[src/rtl/hazard_scoreboard.sv]
// hazard_scoreboard: ID-stage data-hazard unit. It picks forwarding sources
// from the in-order stages and from the long-latency writeback port, stalls
// IF/ID on RAW, WAW and capacity hazards, and tracks in-flight long-latency
// destinations in a busy-bit scoreboard.
module hazard_scoreboard #(
  parameter int NREG     = 32,
  parameter int RIDX_W   = 5,
  parameter int NFWD     = 3,
  parameter int MAX_LONG = 4,
  parameter int CNT_W    = 32
) (
  input  logic                   clk,
  input  logic                   rst,
  input  logic                   id_valid,
  input  logic [RIDX_W-1:0]      id_rs1,
  input  logic [RIDX_W-1:0]      id_rs2,
  input  logic                   id_rs1_used,
  input  logic                   id_rs2_used,
  input  logic [RIDX_W-1:0]      id_rd,
  input  logic                   id_rd_w_en,
  input  logic                   id_long,
  input  logic                   id_fire,
  input  logic                   flush,
  input  logic [NFWD-1:0]        stg_rd_w_en,
  input  logic [NFWD*RIDX_W-1:0] stg_rd,
  input  logic [NFWD-1:0]        stg_rdy,
  input  logic                   lwb_valid,
  input  logic [RIDX_W-1:0]      lwb_rd,
  output logic [NFWD-1:0]        rs1_fwd_oh,
  output logic [NFWD-1:0]        rs2_fwd_oh,
  output logic                   rs1_fwd_lwb,
  output logic                   rs2_fwd_lwb,
  output logic                   id_stall,
  output logic [NREG-1:0]        sb_busy,
  output logic                   sb_err,
  output logic [CNT_W-1:0]       stall_cycles
);

  localparam int OCNT_W = $clog2(MAX_LONG + 1);
  localparam logic [OCNT_W-1:0] MAX_CNT = OCNT_W'(MAX_LONG);

  logic [NREG-1:0]   busy_q, busy_d;
  logic [OCNT_W-1:0] count_q, count_d;
  logic              err_q;
  logic [CNT_W-1:0]  stall_q;

  logic [RIDX_W-1:0] src [2];
  logic [1:0]        src_used;
  logic [NFWD-1:0]   fwd_oh [2];
  logic [1:0]        fwd_lwb;
  logic [1:0]        raw_stall;
  logic              waw_stall;
  logic              cap_stall;
  logic              do_set;
  logic              do_clr;

  assign src[0]      = id_rs1;
  assign src[1]      = id_rs2;
  assign src_used[0] = id_rs1_used;
  assign src_used[1] = id_rs2_used;

  // Per source: youngest matching stage wins (and shadows older ones even when
  // not ready); with no stage match, a busy register waits for its lwb beat.
  always_comb begin
    logic            hit;
    logic            win_rdy;
    logic [NFWD-1:0] win_oh;
    hit     = 1'b0;
    win_rdy = 1'b0;
    win_oh  = '0;
    for (int s = 0; s < 2; s++) begin
      fwd_oh[s]    = '0;
      fwd_lwb[s]   = 1'b0;
      raw_stall[s] = 1'b0;
      hit          = 1'b0;
      win_rdy      = 1'b0;
      win_oh       = '0;
      if (id_valid && src_used[s] && src[s] != '0) begin
        for (int i = NFWD - 1; i >= 0; i--) begin
          if (stg_rd_w_en[i] && stg_rd[i*RIDX_W +: RIDX_W] == src[s]) begin
            hit       = 1'b1;
            win_rdy   = stg_rdy[i];
            win_oh    = '0;
            win_oh[i] = 1'b1;
          end
        end
        if (hit) begin
          if (win_rdy) fwd_oh[s] = win_oh;
          else         raw_stall[s] = 1'b1;
        end else if (busy_q[src[s]]) begin
          if (lwb_valid && lwb_rd == src[s]) fwd_lwb[s] = 1'b1;
          else                               raw_stall[s] = 1'b1;
        end
      end
    end
  end

  assign waw_stall = id_rd_w_en && id_rd != '0 && busy_q[id_rd] &&
                     !(lwb_valid && lwb_rd == id_rd);
  assign cap_stall = id_long && count_q == MAX_CNT && !lwb_valid;
  assign id_stall  = id_valid && !flush && (|raw_stall || waw_stall || cap_stall);

  assign do_set = id_fire && id_long && id_rd_w_en && id_rd != '0 && !flush;
  assign do_clr = lwb_valid && busy_q[lwb_rd];

  // Scoreboard next state: clear first so a same-register set wins; the
  // outstanding count moves only when exactly one of set/clear happens.
  always_comb begin
    busy_d  = busy_q;
    count_d = count_q;
    if (do_clr) busy_d[lwb_rd] = 1'b0;
    if (do_set) busy_d[id_rd]  = 1'b1;
    if (do_set && !do_clr && count_q != MAX_CNT)
      count_d = count_q + OCNT_W'(1);
    else if (do_clr && !do_set && count_q != '0)
      count_d = count_q - OCNT_W'(1);
  end

  // State registers: scoreboard, sticky error and saturating stall counter.
  always_ff @(posedge clk) begin
    if (rst) begin
      busy_q  <= '0;
      count_q <= '0;
      err_q   <= 1'b0;
      stall_q <= '0;
    end else begin
      busy_q  <= busy_d;
      count_q <= count_d;
      if (lwb_valid && !busy_q[lwb_rd]) err_q <= 1'b1;
      if (id_stall && stall_q != '1) stall_q <= stall_q + CNT_W'(1);
    end
  end

  assign rs1_fwd_oh   = fwd_oh[0];
  assign rs2_fwd_oh   = fwd_oh[1];
  assign rs1_fwd_lwb  = fwd_lwb[0];
  assign rs2_fwd_lwb  = fwd_lwb[1];
  assign sb_busy      = busy_q;
  assign sb_err       = err_q;
  assign stall_cycles = stall_q;

endmodule

[config.mk]
export PLATFORM = sky130hd
export DESIGN_NAME = hazard_scoreboard
export DESIGN_NICKNAME = d
export VERILOG_FILES = /design/src/rtl/hazard_scoreboard.sv
export SDC_FILE = /design/constraint.sdc
export NUM_CORES = 1
export LEC_CHECK = 0
export CAP_MARGIN = 10
export CELL_PAD_IN_SITES_DETAIL_PLACEMENT = 1
export CELL_PAD_IN_SITES_GLOBAL_PLACEMENT = 1
export CORE_MARGIN = 8
export CORE_UTILIZATION = 41
export DETAILED_ROUTE_END_ITERATION = 7
export GPL_TIMING_DRIVEN = 0
export PLACE_DENSITY = 0.87
export SLEW_MARGIN = 30
export SYNTH_ARGS = -nofsm -noshare
export SYNTH_HDL_FRONTEND = slang
export SYNTH_SLANG_ARGS = --single-unit
[constraint.sdc]
create_clock -name clk -period 7.75 [get_ports clk]
set_clock_uncertainty 0.1 [all_clocks]
set_input_delay 1.1625 -clock clk [delete_from_list [all_inputs] [get_ports clk]]
set_output_delay 1.1625 -clock clk [all_outputs]
set_load 0.05 [all_outputs]
==> metrics.txt <==
status=finished, final reports clean; commonest non-fill, non-tap cell in the layout=clkdlybuf4s50_1; ANT nets after route=0; EDFF count, synth=0; die width=130.6 µm; Hold Buf Count CTS=0; Post-synth top flop=dfxtp_1; Total Negative Setup Slacks=0 ns; reg2reg start=sb_busy[30]; met2 wire len=slightly above 10000 µm; crit start category=primary input; area grow syn2layout=30.45%; commonest non-fill, non-tap cells in the layout=109 x clkdlybuf4s50_1, 68 x dfxtp_1, 67 x nand2_1, 50 x nor2_1, 39 x a21oi_1; n_diodes=0; deepest clock path buffer count=2; CP Cell Sequence=clkdlybuf4s50_1, buf_6, mux4_1, mux4_2, mux2i_4, nor4b_4, a211oi_4, buf_6, buf_6, nor2_1, clkdlybuf4s50_1; CTS tree=yes; Initial Util=41.34%; Async S/R FF share, synth=0%; worst path arrival time=4.86 ns; Worst-Margin Slew=approximately 0.82 ns; cell row count=42; WHS Path Cells=2; initial DRC count=399; DRT met1 WL=8794 µm; WL/cell=between 20 and 25 µm; R2R cell count=9; Num CTS Buffers=9; Reg2Reg Setup Slack=between 4 and 5 ns; yosys warns=0; post-placement cell count=899; clock sinks=68; origin of the worst min-delay path=sb_err; fmax=roughly 0.16 GHz; Top Metal Used=met4; core area=approximately 13000 µm²; Met3 Wirelength=1698 µm; placed inst area=approximately 6700 µm²; Crit-path slowest cell=clkdlybuf4s50_1; root buf cell=clkbuf_16; largest net degree at the start of global routing=12; Largest delay share family, worst path=buffers and inverters; pwr dens=about 140 nW/µm²; grt total ovfl=0; unrepaired setup endpoints after global routing=no; CP max FO=10; final non-filler cell total=roughly 920; # DRC=0; dpl hpwl=between 15000 and 20000 µm; syn avg cell area=8.775 µm²; Vias/cell=around 6.2; Filler cells=1550; Via Count=5716; Leak=roughly 2.4 nW; Detailed Routing Iterations Pass 1=5; delay of the slowest critical-path stage=between 0.7 and 0.8 ns; # resized after CTS=0; nets=between 700 and 800; total track usage=25.71%; Post-Syn Area=~5400 µm²; # IOs=about 130; max-cap viol count=0; worst-skew pair later-pin latency=~0.34 ns; Netlist cell types=60; worst vdd ir=about 120 µV; initial antenna violation count=0; number of H-tree levels=3; Worst-path clk slew=approximately 0.050 ns; final period utilization=around four fifths; share of layout cells above drive strength 1=between 10% and 20%; syn_nets=667; register area share after synthesis=25.27%; port bufs=between 100 and 150; min Tclk post-route=between 6 and 7 ns; die area=17060 µm²; setup violators final=0; Die Y=130.6 µm; WHS Endpoint=sb_err; cell mode on critical path=buf_6; WP data required=~6.5 ns; Post-Route WL=21720 µm; hold crit path type=register to register; Rel. slew slack=between 40% and 50%; Setup CP Type=primary input to output port; Syn Inst Count=614; Seq cells post-synth=between 60 and 70; vias in the first global route=6111; Pins Over Slew Limit=0; post-route cell area=between 7000 and 8000 µm²; CP Capture Type=output port; reg2reg end=count_q[2]; Finished Core Util=53.93%; routability cong.=0.9388; crit path buf inv count=5; postcts setup bufs=0; first-pass GRT wire length=34090 µm; final hold vios=0
[synth_stat cells (all sizes together), types with 2 or more instances]
cell | n | area [µm²]
nand2 | 67 | 251.5
xnor2 | 13 | 113.9
mux2i | 15 | 162.7
nand4b | 2 | 17.52
nor3b | 7 | 52.55
and3 | 11 | 68.82
and3b | 3 | 26.28
nor3 | 24 | 175.2
inv | 6 | 22.52
dfxtp | 68 | 1361
o31ai | 6 | 45.04
and4b | 2 | 20.02
nand4 | 11 | 68.82
a21oi | 39 | 195.2
mux2 | 16 | 225.2
o21ai | 32 | 160.2
and4 | 7 | 61.31
a2bb2oi | 4 | 35.03
clkbuf | 25 | 93.84
mux4 | 31 | 735.7
xor2 | 34 | 297.8
and2 | 10 | 67.57
nand2b | 7 | 43.79
or3 | 13 | 86.33
nor2b | 21 | 131.4
nor4 | 14 | 93.84
buf | 22 | 153.9
a211oi | 2 | 27.53
nor2 | 51 | 193.9
nand3b | 5 | 37.54
or4 | 6 | 45.04
a22oi | 12 | 90.09
o211ai | 4 | 35.03
nand3 | 13 | 65.06
[per-layer routing]
metal	global-route usage [%]	vias up
met5	0	-
met4	13.37	0
met3	4.951	62
met2	42.32	304
met1	31.38	2858
li1	-	2492
[how the worst max path moves through the flow]
stage                     slack (ns)          end      start  depth (start not counted)
final                           1.62     id_stall  id_rs2[0]                         11
after global placement          1.67     id_stall  id_rs2[0]                         11
after CTS                       1.62     id_stall  id_rs2[0]                         11
after global routing            1.52     id_stall  id_rs2[0]                         11
after detailed placement        1.62     id_stall  id_rs2[0]                         11
after floorplan                 2.73  rs1_fwd_lwb  id_rs1[2]                          7
[cell type report]
class | count | area [µm²] | share of cell area, %
clock buffers | 13 | 260.3 | 3.703
clock inverters | 3 | 68.82 | 0.9792
multi-input cells | 493 | 3756 | 53.44
flip-flops and latches | 68 | 1361 | 19.37
repair buffers | 109 | 1091 | 15.52
plain buffers | 47 | 247.7 | 3.525
inverters | 6 | 22.52 | 0.3205
well taps | 176 | 220.2 | 3.133
[flip-flops by register name, indices dropped and copies added (netlist names)]
signal        count
count_q           3
stall_cycles     32
sb_err            1
sb_busy          32
[where the power goes]
group / leakage [nW] / switching, W / total, W / internal, W
clock network: 0.160 / 0.000156 / 0.000456 / 0.000300
registers: 0.548 / 0.00000172 / 0.000353 / 0.000351
logic: 1.71 / 0.0000857 / 0.000145 / 0.0000590
total: 2.42 / 0.000244 / 0.000954 / 0.000710
[tightest hold or removal path, delay by kind of cell (launching register included)]
kind / cells / cell delay (ns)
flip-flops: 1 / 0.33
AND/OR/NAND/NOR: 2 / 0.12
[kinds of logic (layout without fill, tap and decap cells)]
logic type,Yosys count,count (layout),share of synthesized area [%]
and+or+nand+nor,276,276,28.57
AOI/OAI and AO/OA,106,106,12.05
DFF,68,68,25.27
muxes,62,62,20.85
buffers and inverters,53,178,5.016
xor gates and xnor gates,47,47,7.641
adders and majority gates,2,2,0.6038
[through the flow]
step,hold WS [ns],setup WS [ns],power (W)
after global routing,0.4431,1.520,0.0009816
after CTS,0.3922,1.616,0.0009545
after global placement,0.3603,1.668,0.0004961
after detailed placement,0.3775,1.615,0.0005023
final,0.3820,1.624,0.0009538
after floorplan,0.3838,2.731,0.0004478
Power figures use the tool's default switching activity.
